File: src/rtl/uart_pkg.sv
// Shared definitions for the UART datapath: TX state codes, idle line level
// and the parity helper.
package uart_pkg;

   localparam logic [2:0] ST_IDLE   = 3'd0;
   localparam logic [2:0] ST_POP    = 3'd1;
   localparam logic [2:0] ST_LOAD   = 3'd2;
   localparam logic [2:0] ST_START  = 3'd3;
   localparam logic [2:0] ST_DATA   = 3'd4;
   localparam logic [2:0] ST_PARITY = 3'd5;
   localparam logic [2:0] ST_STOP   = 3'd6;

   localparam logic LINE_IDLE = 1'b1;

   // Narrower words are zero-extended by the caller, which leaves the XOR unchanged.
   function automatic logic parity_of(input logic [7:0] data, input logic odd);
      return (^data) ^ odd;
   endfunction

endpackage

File: src/rtl/uart_baud_counter.sv
// Bit-period timer: counts 0..CLKS_PER_BIT-1, wraps, and flags the last cycle.
// The count is exported so a receiver can derive a mid-bit sample point.
module uart_baud_counter #(
   parameter int CLKS_PER_BIT = 868,
   localparam int CNT_W = $clog2(CLKS_PER_BIT)
) (
   input  logic             clk,
   input  logic             reset,
   input  logic             clear,
   output logic [CNT_W-1:0] count,
   output logic             bit_end
);

   logic [CNT_W-1:0] r_count;
   logic             w_last;

   assign w_last  = (r_count == CNT_W'(CLKS_PER_BIT - 1));
   assign count   = r_count;
   assign bit_end = w_last;

   always_ff @(posedge clk or posedge reset) begin
      if (reset) begin
         r_count <= '0;
      end else if (clear || w_last) begin
         r_count <= '0;
      end else begin
         r_count <= r_count + 1'b1;
      end
   end

endmodule

File: src/rtl/uart_tx_serializer.sv
// UART transmitter: pops bytes from the TX FIFO and serialises them as
// start bit, LSB-first data, optional parity and one or two stop bits.
module uart_tx_serializer
   import uart_pkg::*;
#(
   parameter int CLKS_PER_BIT = 868,
   parameter int DATA_BITS    = 8,
   parameter int PARITY_EN    = 0,
   parameter int PARITY_ODD   = 0,
   parameter int STOP_BITS    = 1
) (
   input  logic                 clk,
   input  logic                 reset,
   input  logic                 tx_en,
   input  logic                 fifo_empty,
   input  logic [DATA_BITS-1:0] fifo_data,
   output logic                 fifo_rd_en,
   output logic                 tx,
   output logic                 tx_busy,
   output logic                 tx_done
);

   localparam int CNT_W = $clog2(CLKS_PER_BIT);
   localparam int IDX_W = 4;

   logic [2:0]           r_state;
   logic [DATA_BITS-1:0] r_shift;
   logic                 r_parity;
   logic [IDX_W-1:0]     r_bit_idx;
   logic                 r_tx;
   logic                 r_busy;
   logic                 r_done;

   logic                 w_start_ok;
   logic                 w_in_bit;
   logic                 w_bit_end;
   logic                 w_last_stop;
   logic                 w_done_next;
   logic [CNT_W-1:0]     w_count;
   logic [7:0]           w_data8;

   assign w_start_ok = tx_en & ~fifo_empty;
   assign w_data8    = 8'(fifo_data);

   always_comb begin
      w_in_bit = 1'b0;
      case (r_state)
         ST_START, ST_DATA, ST_PARITY, ST_STOP: w_in_bit = 1'b1;
         default:                               w_in_bit = 1'b0;
      endcase
   end

   // Held in clear outside bit states, so every bit state is entered at count 0.
   uart_baud_counter #(
      .CLKS_PER_BIT(CLKS_PER_BIT)
   ) u_baud (
      .clk    (clk),
      .reset  (reset),
      .clear  (~w_in_bit),
      .count  (w_count),
      .bit_end(w_bit_end)
   );

   assign w_last_stop = (r_state == ST_STOP) && (r_bit_idx == IDX_W'(STOP_BITS - 1));
   // tx_done is registered one cycle early so it lands on the final stop cycle.
   assign w_done_next = w_last_stop && (w_count == CNT_W'(CLKS_PER_BIT - 2));

   always_ff @(posedge clk or posedge reset) begin
      if (reset) begin
         r_state   <= ST_IDLE;
         r_shift   <= '0;
         r_parity  <= 1'b0;
         r_bit_idx <= '0;
         r_tx      <= LINE_IDLE;
         r_busy    <= 1'b0;
         r_done    <= 1'b0;
      end else begin
         r_done <= w_done_next;
         case (r_state)
            ST_IDLE: begin
               r_tx <= LINE_IDLE;
               if (w_start_ok) begin
                  r_state <= ST_POP;
                  r_busy  <= 1'b1;
               end
            end
            ST_POP: begin
               r_state <= ST_LOAD;
            end
            ST_LOAD: begin
               r_shift  <= fifo_data;
               r_parity <= parity_of(w_data8, PARITY_ODD != 0);
               r_tx     <= 1'b0;
               r_state  <= ST_START;
            end
            ST_START: begin
               if (w_bit_end) begin
                  r_state   <= ST_DATA;
                  r_bit_idx <= '0;
                  r_tx      <= r_shift[0];
               end
            end
            ST_DATA: begin
               if (w_bit_end) begin
                  r_shift <= r_shift >> 1;
                  if (r_bit_idx == IDX_W'(DATA_BITS - 1)) begin
                     r_bit_idx <= '0;
                     if (PARITY_EN != 0) begin
                        r_state <= ST_PARITY;
                        r_tx    <= r_parity;
                     end else begin
                        r_state <= ST_STOP;
                        r_tx    <= LINE_IDLE;
                     end
                  end else begin
                     r_bit_idx <= r_bit_idx + 1'b1;
                     r_tx      <= r_shift[1];
                  end
               end
            end
            ST_PARITY: begin
               if (w_bit_end) begin
                  r_state <= ST_STOP;
                  r_tx    <= LINE_IDLE;
               end
            end
            ST_STOP: begin
               if (w_bit_end) begin
                  if (w_last_stop) begin
                     r_bit_idx <= '0;
                     if (w_start_ok) begin
                        r_state <= ST_POP;
                     end else begin
                        r_state <= ST_IDLE;
                        r_busy  <= 1'b0;
                     end
                  end else begin
                     r_bit_idx <= r_bit_idx + 1'b1;
                  end
               end
            end
            default: begin
               r_state <= ST_IDLE;
               r_tx    <= LINE_IDLE;
               r_busy  <= 1'b0;
            end
         endcase
      end
   end

   assign fifo_rd_en = (r_state == ST_POP);
   assign tx         = r_tx;
   assign tx_busy    = r_busy;
   assign tx_done    = r_done;

endmodule
File: config.mk
export PLATFORM = sky130hd
export DESIGN_NAME = uart_tx_serializer
export DESIGN_NICKNAME = d
export VERILOG_FILES = /design/src/rtl/uart_pkg.sv /design/src/rtl/uart_baud_counter.sv /design/src/rtl/uart_tx_serializer.sv
export SDC_FILE = /design/constraint.sdc
export NUM_CORES = 1
export LEC_CHECK = 0
export CAP_MARGIN = 25
export CORE_ASPECT_RATIO = 0.7
export CORE_MARGIN = 1.5
export CORE_UTILIZATION = 50
export DETAILED_ROUTE_END_ITERATION = 12
export DONT_BUFFER_PORTS = 1
export PLACE_DENSITY = 0.75
export SYNTH_ARGS = -nofsm -noshare
export SYNTH_HDL_FRONTEND = slang
export SYNTH_SLANG_ARGS = --single-unit
File: constraint.sdc
create_clock -name clk -period 3.8 [get_ports clk]
set_clock_uncertainty 0.15 [all_clocks]
set_input_delay 0.76 -clock clk [delete_from_list [all_inputs] [get_ports clk]]
set_output_delay 0.76 -clock clk [all_outputs]
set_load 0.05 [all_outputs]
### Yosys cells after proc, flatten, opt, wreduce, memory -nomap -nowiden

Cells that the tools add are included.

| word-level totals | value |
|---|---|
| bits in registers | 28 |
| output and inout port bits | 4 |
| logic and storage cells | 75 |

| operators by class | value |
|---|---|
| $add $sub $neg | 2 |
| eq/ne operators | 17 |
| mux-type cells | 29 |
| bitwise operators | 5 |
| reductions and logical operators | 15 |

Operators with widths:

| operator | number |
|---|---|
| 2-to-1 mux 3 bit | 7 |
| case mux 3 bit (7 select lines) | 1 |
| == test 10 bit (second input constant) | 2 |
| 2-to-1 mux 4 bit | 5 |
| case mux 8 bit (2 select lines) | 1 |
| case mux 4 bit (3 select lines) | 1 |
| adder 10 x 1 -> 10 bit (second input constant) | 1 |
| 2-to-1 mux 1 bit | 10 |
| 2-to-1 mux 10 bit | 1 |
| == test 3 bit (second input constant) | 3 |
| 2-to-1 mux 8 bit | 1 |
| != test 2 x 1 -> 1 bit (second input constant) | 4 |
| != test 2 bit (second input constant) | 4 |
| AND reduction 4 bit | 2 |
| AND reduction 7 bit | 1 |
| == test 3 x 2 -> 1 bit (second input constant) | 2 |
| case mux 1 bit (5 select lines) | 1 |
| AND reduction 5 bit | 1 |
| OR reduction 5 bit | 1 |
| adder 4 x 1 -> 4 bit (second input constant) | 1 |
| == test 4 x 3 -> 1 bit (second input constant) | 1 |
| logical NOT 4 bit | 1 |
| NOT 1 bit | 4 |
| OR reduction 4 bit | 1 |
| other kinds (10) | 11 |

### Depth between registers and ports, before layout

Gate-level depths: netlist (run 1).

| logic depth | value |
|---|---|
| depth in word-level cells | 6 |
| depth in mapped cells | 7 |
| depth with buffers taken out | 6 |

### Hierarchy

A second synthesis (run 1) with hierarchy kept.

| second synthesis, totals | value |
|---|---|
| cells, all modules | 185 |
| area, all modules | 1809.2 µm² |

Modules (own cells, without submodules):

| module | times used | cells an instance | area an instance (µm²) | sequential area each (µm²) |
|---|---|---|---|---|
| uart_tx_serializer | 1 | 128 | 1239.9 | 451.7 |
| uart_baud_counter | 1 | 57 | 569.3 | 250.2 |

### Worst setup path after synthesis (run 1)

No wires, ideal clock.

| path | value |
|---|---|
| path kind | reg2out |
| start point | register r_state[2] |
| end point | output fifo_rd_en |
| arrival | 1.843 ns |
| data required time | 2.890 ns |
| path slack | 1.047 ns |
| cell stages (with the launch flop) | 4 |
| buffers on the path | 2 |
| cells stage by stage | dfrtp_1 buf_4 buf_4 nor3b_1 |

| on the way | value |
|---|---|
| cells in the longest elaborated chain, start to end | 1 |

Ends and longest elaborated chain:

| item | RTL line | text |
|---|---|---|
| start: declaration | uart_tx_serializer.sv:26 | `logic [2:0] r_state;` |
| start signal: assignment | uart_tx_serializer.sv:70 | `r_state <= ST_IDLE;` |
| start signal: assignment | uart_tx_serializer.sv:83 | `r_state <= ST_POP;` |
| start signal: assignment | uart_tx_serializer.sv:88 | `r_state <= ST_LOAD;` |
| == test 3 x 1 -> 1 bit | uart_tx_serializer.sv:151 | `assign fifo_rd_en = (r_state == ST_POP);` |
| end: declaration | uart_tx_serializer.sv:17 | `output logic fifo_rd_en,` |

Every way passes these cells.

### Final worst setup path (run 1)

| path | value |
|---|---|
| start point | register r_state[0] |
| end point | output fifo_rd_en |

Same word-level chain as after synthesis.

==> impl_metrics.tcl, run 1 <==
set metrics [dict create \
    status "completed" \
    final_cell_mix "27 x dfrtp_1, 17 x nand2_1, 14 x nor2_1" \
    required_ns 2.89 \
    rows 16 \
    grt.total_usage_pct 18.5 \
    worstReg2RegEnd "r_shift[2]" \
    via_per_inst 6.00 \
    crit_type "flop to output pin" \
    vias 1200 \
    grt_pass1_vias 1192 \
    max_stage_delay_ns 0.78 \
    drc 0 \
    clk_pin_slew_ns 0.09 \
    antenna_found_initial 0 \
    synth_edf_count 0 \
    drt-wirelength-per-cell_um 14.7 \
    grt_use_met3_pct 5.22 \
    die_x_um 70.4 \
    ys_warn_count 0 \
    die_h_um 50.2 \
    gr-usage-met2_pct 28.8 \
    portBuffers 0 \
    syn_area_um2 1590 \
    syn_nets 184 \
    cts_max_level 1 \
    max-vdd-ir-drop_v 0.000223 \
    crit_arrival_ns 1.73 \
    area_growth_pct 4.87 \
    grt_use_met1_pct 25.9 \
    hpwl_um 2120 \
    core-area_um2 2900 \
    drive_gt1_share_pct 7.93 \
    rsz0062_at_grt "false" \
    ys_ff_latch 28 \
    syn_area_per_cell_um2 9.47 \
    dpl_cell_area_um2 1620 \
    first_iter_violations 71 \
    grt_max_degree 22 \
    top_usage_layer "met2" \
    diodes 0 \
    multiInputGateArea_um2 801 \
    gp_congestion 0.795 \
    relSlewSlack_pct 39.0 \
    cts_sinks 28 \
    ys_types 44 \
    path_buf_inv 0 \
    insertion_delay_ns 0.27 \
    post_cts_resized 0 \
    routed_wl_um 2940 \
    async_flop_share_pct 100 \
    hold_path.class "input port to asynchronous set/reset pin" \
    pwr_density_cell_nw_per_um2 292 \
    synthFlopType "dfrtp_1" \
    initial_utilization_pct 54.8 \
    endpoint_kind "output pin" \
    crit_fanout 19 \
    regArea_um2 702 \
    slowest_stage "nor3b_2" \
    start_kind "flop" \
    fin_crit_sh_pct 69.5 \
    cts_buffers 3 \
    timing.rr.start "r_state[2]" \
    place_worst_setup_slack_ns 1.46 \
    final_area_um2 1670 \
    cts_tree "built" \
    hold_violations 0 \
    mostFrequentLayoutCell "dfrtp_1" \
    critical_path.cell_chain "nor3b_2" \
    postCtsHoldBufs 0 \
    postCtsSetupBuffers 0 \
    die_area_um2 3540 \
    p_leak_nw 0.718 \
    fmax_ghz 0.379 \
    r2r_slack_ns 1.47 \
    fill_cells 229 \
    drtPass1Iterations 4 \
    io_pins 16 \
    grt-ovfl-total 0 \
    cpLargestDelayFamily "simple AND/OR/NAND/NOR gates" \
    reg2reg_depth 4 \
    final.setup.tns_ns 0 \
    num-nets-final 181 \
    cts_root_buf "clkbuf_8" \
    final_util_pct 57.5 \
    setup_viol 0 \
    ant_nets 0 \
    yosysSeqAreaShare_pct 44.1 \
    min_period_ns 2.64 \
    tightest_slew_ns 0.903 \
    synth_cells 168 \
    finalMaxSlewViolations 0 \
    grt_first_pass_wirelength_um 5270 \
    fin_ws_ns 1.16 \
    maxCapViolations 0 \
    holdWs_ns 0.281 \
    clock_path_buffers 2 \
]
## Yosys cell counts (4+ instances only)
cell      instances  area (um2)
a21oi_1           6        30.0
buf_2             6        30.0
dfrtp_1          27         676
ha_1              4        50.1
inv_1             9        33.8
mux2i_1           7        70.1
nand2_1          17        63.8
nand2b_1          4        25.0
nand3_1           5        25.0
nand4_1           4        25.0
nor2_1           14        52.6
nor3b_1           4        30.0
o21ai_0          12        60.1
xnor2_1           4        35.0
xor2_1            5        43.8
## worst max path at each step
stage                 end  startpoint  cells after the start  slack (ns)
6_report       fifo_rd_en  r_state[0]                      1        1.16
5_1_grt        fifo_rd_en  r_state[0]                      1        1.06
4_1_cts        fifo_rd_en  r_state[0]                      1        1.16
3_5_place_dp   r_shift[2]  r_state[2]                      4        1.46
3_3_place_gp   fifo_rd_en  r_state[0]                      1        1.51
2_1_floorplan  fifo_rd_en  r_state[2]                      3        1.05
## sequential cells by signal, indices dropped and copies added, names as in the netlist
name,cells
u_baud.count,10
r_shift,8
r_bit_idx,4
r_state,3
tx,1
tx_busy,1
tx_done,1
## logic make-up (layout without fill, tap and decap cells)
| kind of cell | after synthesis | after routing | synth area share, % |
|---|---|---|---|
| simple gates | 62 | 62 | 21.6 |
| compound gates | 38 | 38 | 15.9 |
| flops | 28 | 28 | 44.1 |
| buf+inv | 20 | 16 | 5.90 |
| xor+xnor | 9 | 9 | 4.95 |
| mux | 7 | 7 | 4.40 |
| fa+ha+maj | 4 | 4 | 3.14 |
## layer usage
metal	wire, um	up-vias
li1	-	582
met3	203	2
met2	1330	38
met1	1380	578
met4	21	0
met5	0	-
## cell type report
cell class | count | share of cell area [%]
Inverter | 9 | 2.02
Clock buffer | 4 | 2.70
Tap cell | 36 | 2.70
Timing Repair Buffer | 3 | 2.55
Multi-Input combinational cell | 120 | 48.0
Sequential cell | 28 | 42.1
## where the power goes
| group | total (W) | internal (W) | switching, W | leakage (nW) |
|---|---|---|---|---|
| clock | 0.000162 | 0.0000751 | 0.0000873 | 0.0228 |
| sequential | 0.000308 | 0.000303 | 0.00000521 | 0.334 |
| combinational | 0.0000168 | 0.00000688 | 0.00000994 | 0.361 |
## stage by stage
stage | std cells | power [W]
after floorplan | 168 | 0.000324
after global placement | 195 | 0.000327
after detailed placement | 196 | 0.000331
after CTS | 200 | 0.000493
after global routing | 200 | 0.000509
final | 200 | 0.000487
Power figures use the tool's default switching activity.
==> run 2: changes to the inputs <==
==> constraint.sdc (replaced) <==
create_clock -name clk -period 2.49 [get_ports clk]
set_clock_uncertainty 0.15 [all_clocks]
set_input_delay 0.498 -clock clk [delete_from_list [all_inputs] [get_ports clk]]
set_output_delay 0.498 -clock clk [all_outputs]
set_load 0.05 [all_outputs]
==> run 2 against run 1 <==
Compared with the run above:
- combinational power increased by 29%
- worst hold slack worse by 0.26 ns
- sequential power increased by 53%
- count of clock-buffer cells in the layout stayed put
- non-clock buffer count grew 2
- total power is 52% higher
- design area is 0.30% lower
- register-to-register slack got worse by 1.2 ns
- setup slack got worse by 0.89 ns
- global-route usage increased by 0.33 points
- routed wire length fell by 0.31%
- critical path depth increased by 6
==> impl_metrics.tcl, run 2 (same netlist as run 1, synthesis figures left out) <==
set metrics [dict create \
    min_period_ns 2.23 \
    drc 0 \
    status "completed" \
    routed_wl_um 2930 \
    cpLargestDelayFamily "compound AO/OA/AOI/OAI gates" \
    required_ns 2.50 \
    max-vdd-ir-drop_v 0.000274 \
    final_cell_mix "27 x dfrtp_1, 17 x nand2_1, 14 x nor2_1" \
    maxCapViolations 0 \
    diodes 0 \
    antenna_found_initial 0 \
    grt_max_degree 29 \
    cts_sinks 28 \
    grt.total_usage_pct 18.8 \
    first_iter_violations 83 \
    rsz0062_at_grt "false" \
    vias 1173 \
    power_w 0.000741 \
    hpwl_um 2100 \
    crit_arrival_ns 2.24 \
    insertion_delay_ns 0.27 \
    area_growth_pct 4.56 \
    grt_pass1_vias 1153 \
    pwr_density_cell_nw_per_um2 445 \
    num-nets-final 183 \
    final.setup.tns_ns 0 \
    hold_path.class "input port to asynchronous set/reset pin" \
    drive_gt1_share_pct 9.04 \
    hold_violations 0 \
    fin_crit_sh_pct 89.4 \
    crit_type "flop to flop" \
    post_cts_resized 0 \
    postCtsHoldBufs 0 \
    via_per_inst 5.81 \
    relSlewSlack_pct 39.7 \
    cts_tree "built" \
    cts_buffers 3 \
    die_area_um2 3540 \
    core-area_um2 2900 \
    drtPass1Iterations 4 \
    initial_utilization_pct 54.8 \
    clk_pin_slew_ns 0.09 \
    largest_reg_flops 10 \
    clock_path_buffers 2 \
    start_kind "flop" \
    tightest_slew_ns 0.893 \
    p_leak_nw 0.721 \
    critical_path.cell_chain "inv_1 -> ha_1 -> nor3b_1 -> buf_4 -> a211oi_1 -> a2111oi_0 -> or2_1" \
    gp_congestion 0.843 \
    io_pins 16 \
    fin_ws_ns 0.264 \
    finalMaxSlewViolations 0 \
    slowest_stage "a211oi_1" \
    fmax_ghz 0.449 \
    grt-ovfl-total 0 \
    rows 16 \
    portBuffers 0 \
    grt_first_pass_wirelength_um 5280 \
    crit_fanout 6 \
    die_x_um 70.4 \
    mostFrequentLayoutCell "dfrtp_1" \
    postCtsSetupBuffers 0 \
    path_buf_inv 2 \
    cts_root_buf "clkbuf_8" \
    place_worst_setup_slack_ns 0.300 \
    drt-wirelength-per-cell_um 14.5 \
    max_stage_delay_ns 0.61 \
    ant_nets 0 \
    endpoint_kind "flop" \
    cts_max_level 1 \
    setup_viol 0 \
    die_h_um 50.2 \
]
-- run 2: cell count changes in the layout (fill, tap and decap cells not counted), sizes merged --
cell / change
buf: +2
-- run 2: stage by stage --
step                      cell area [um2]  hold WS (ns)  util (%)  std cells
after floorplan                      1600         0.300         -        168
after global placement               1620         0.317      55.8        198
after detailed placement             1620         0.327      55.8        198
after CTS                            1660        0.0255      57.3        202
after global routing                 1660        0.0380      57.3        202
final                                1660        0.0190      57.3        202
-- run 2: layer usage --
metal,global-route usage (%),vias to the layer above,wire (um)
met4,4.49,0,19
met3,6.22,2,159
li1,-,590,-
met2,27.8,27,1280
met5,0,-,0
met1,27.0,554,1470
-- run 2: final cells by class --
| cell class | count | area, um2 |
|---|---|---|
| Fill cell | 224 | 1240 |
| Multi-Input combinational cell | 120 | 801 |
| Sequential cell | 28 | 702 |
| Clock buffer | 4 | 45.0 |
| Tap cell | 36 | 45.0 |
| Timing Repair Buffer | 5 | 37.5 |
| Inverter | 9 | 33.8 |
-- run 2: worst paths after layout --
path | to | slack [ns] | cells past startpoint | from
worst max-delay path | r_state[1] | 0.26 | 7 | r_bit_idx[0]
worst min-delay path | r_shift[3] | 0.02 | 2 | reset
worst max register to register | r_state[1] | 0.26 | 7 | r_bit_idx[0]
worst min register to register | r_shift[3] | 0.34 | 2 | r_shift[3]
max in group asynchronous | tx | 1.87 | 2 | reset
min in group clk | r_shift[1] | 0.27 | 2 | fifo_data[1]
-- run 2: power by group --
group	switching, W	internal (W)	total [W]	leakage [nW]
sequential	0.00000783	0.000462	0.000470	0.334
combinational	0.0000144	0.00000720	0.0000216	0.365
clock	0.000135	0.000115	0.000250	0.0228
==> run 3: changes to the inputs <==
--- a/config.mk
+++ b/config.mk
@@ -15,3 +15,4 @@
 export SYNTH_ARGS = -nofsm -noshare
 export SYNTH_HDL_FRONTEND = slang
 export SYNTH_SLANG_ARGS = --single-unit
+export TNS_END_PERCENT = 50
==> results of run 3 <==
Same layout as run 2: the final DEF is identical, and so are final timing and power.
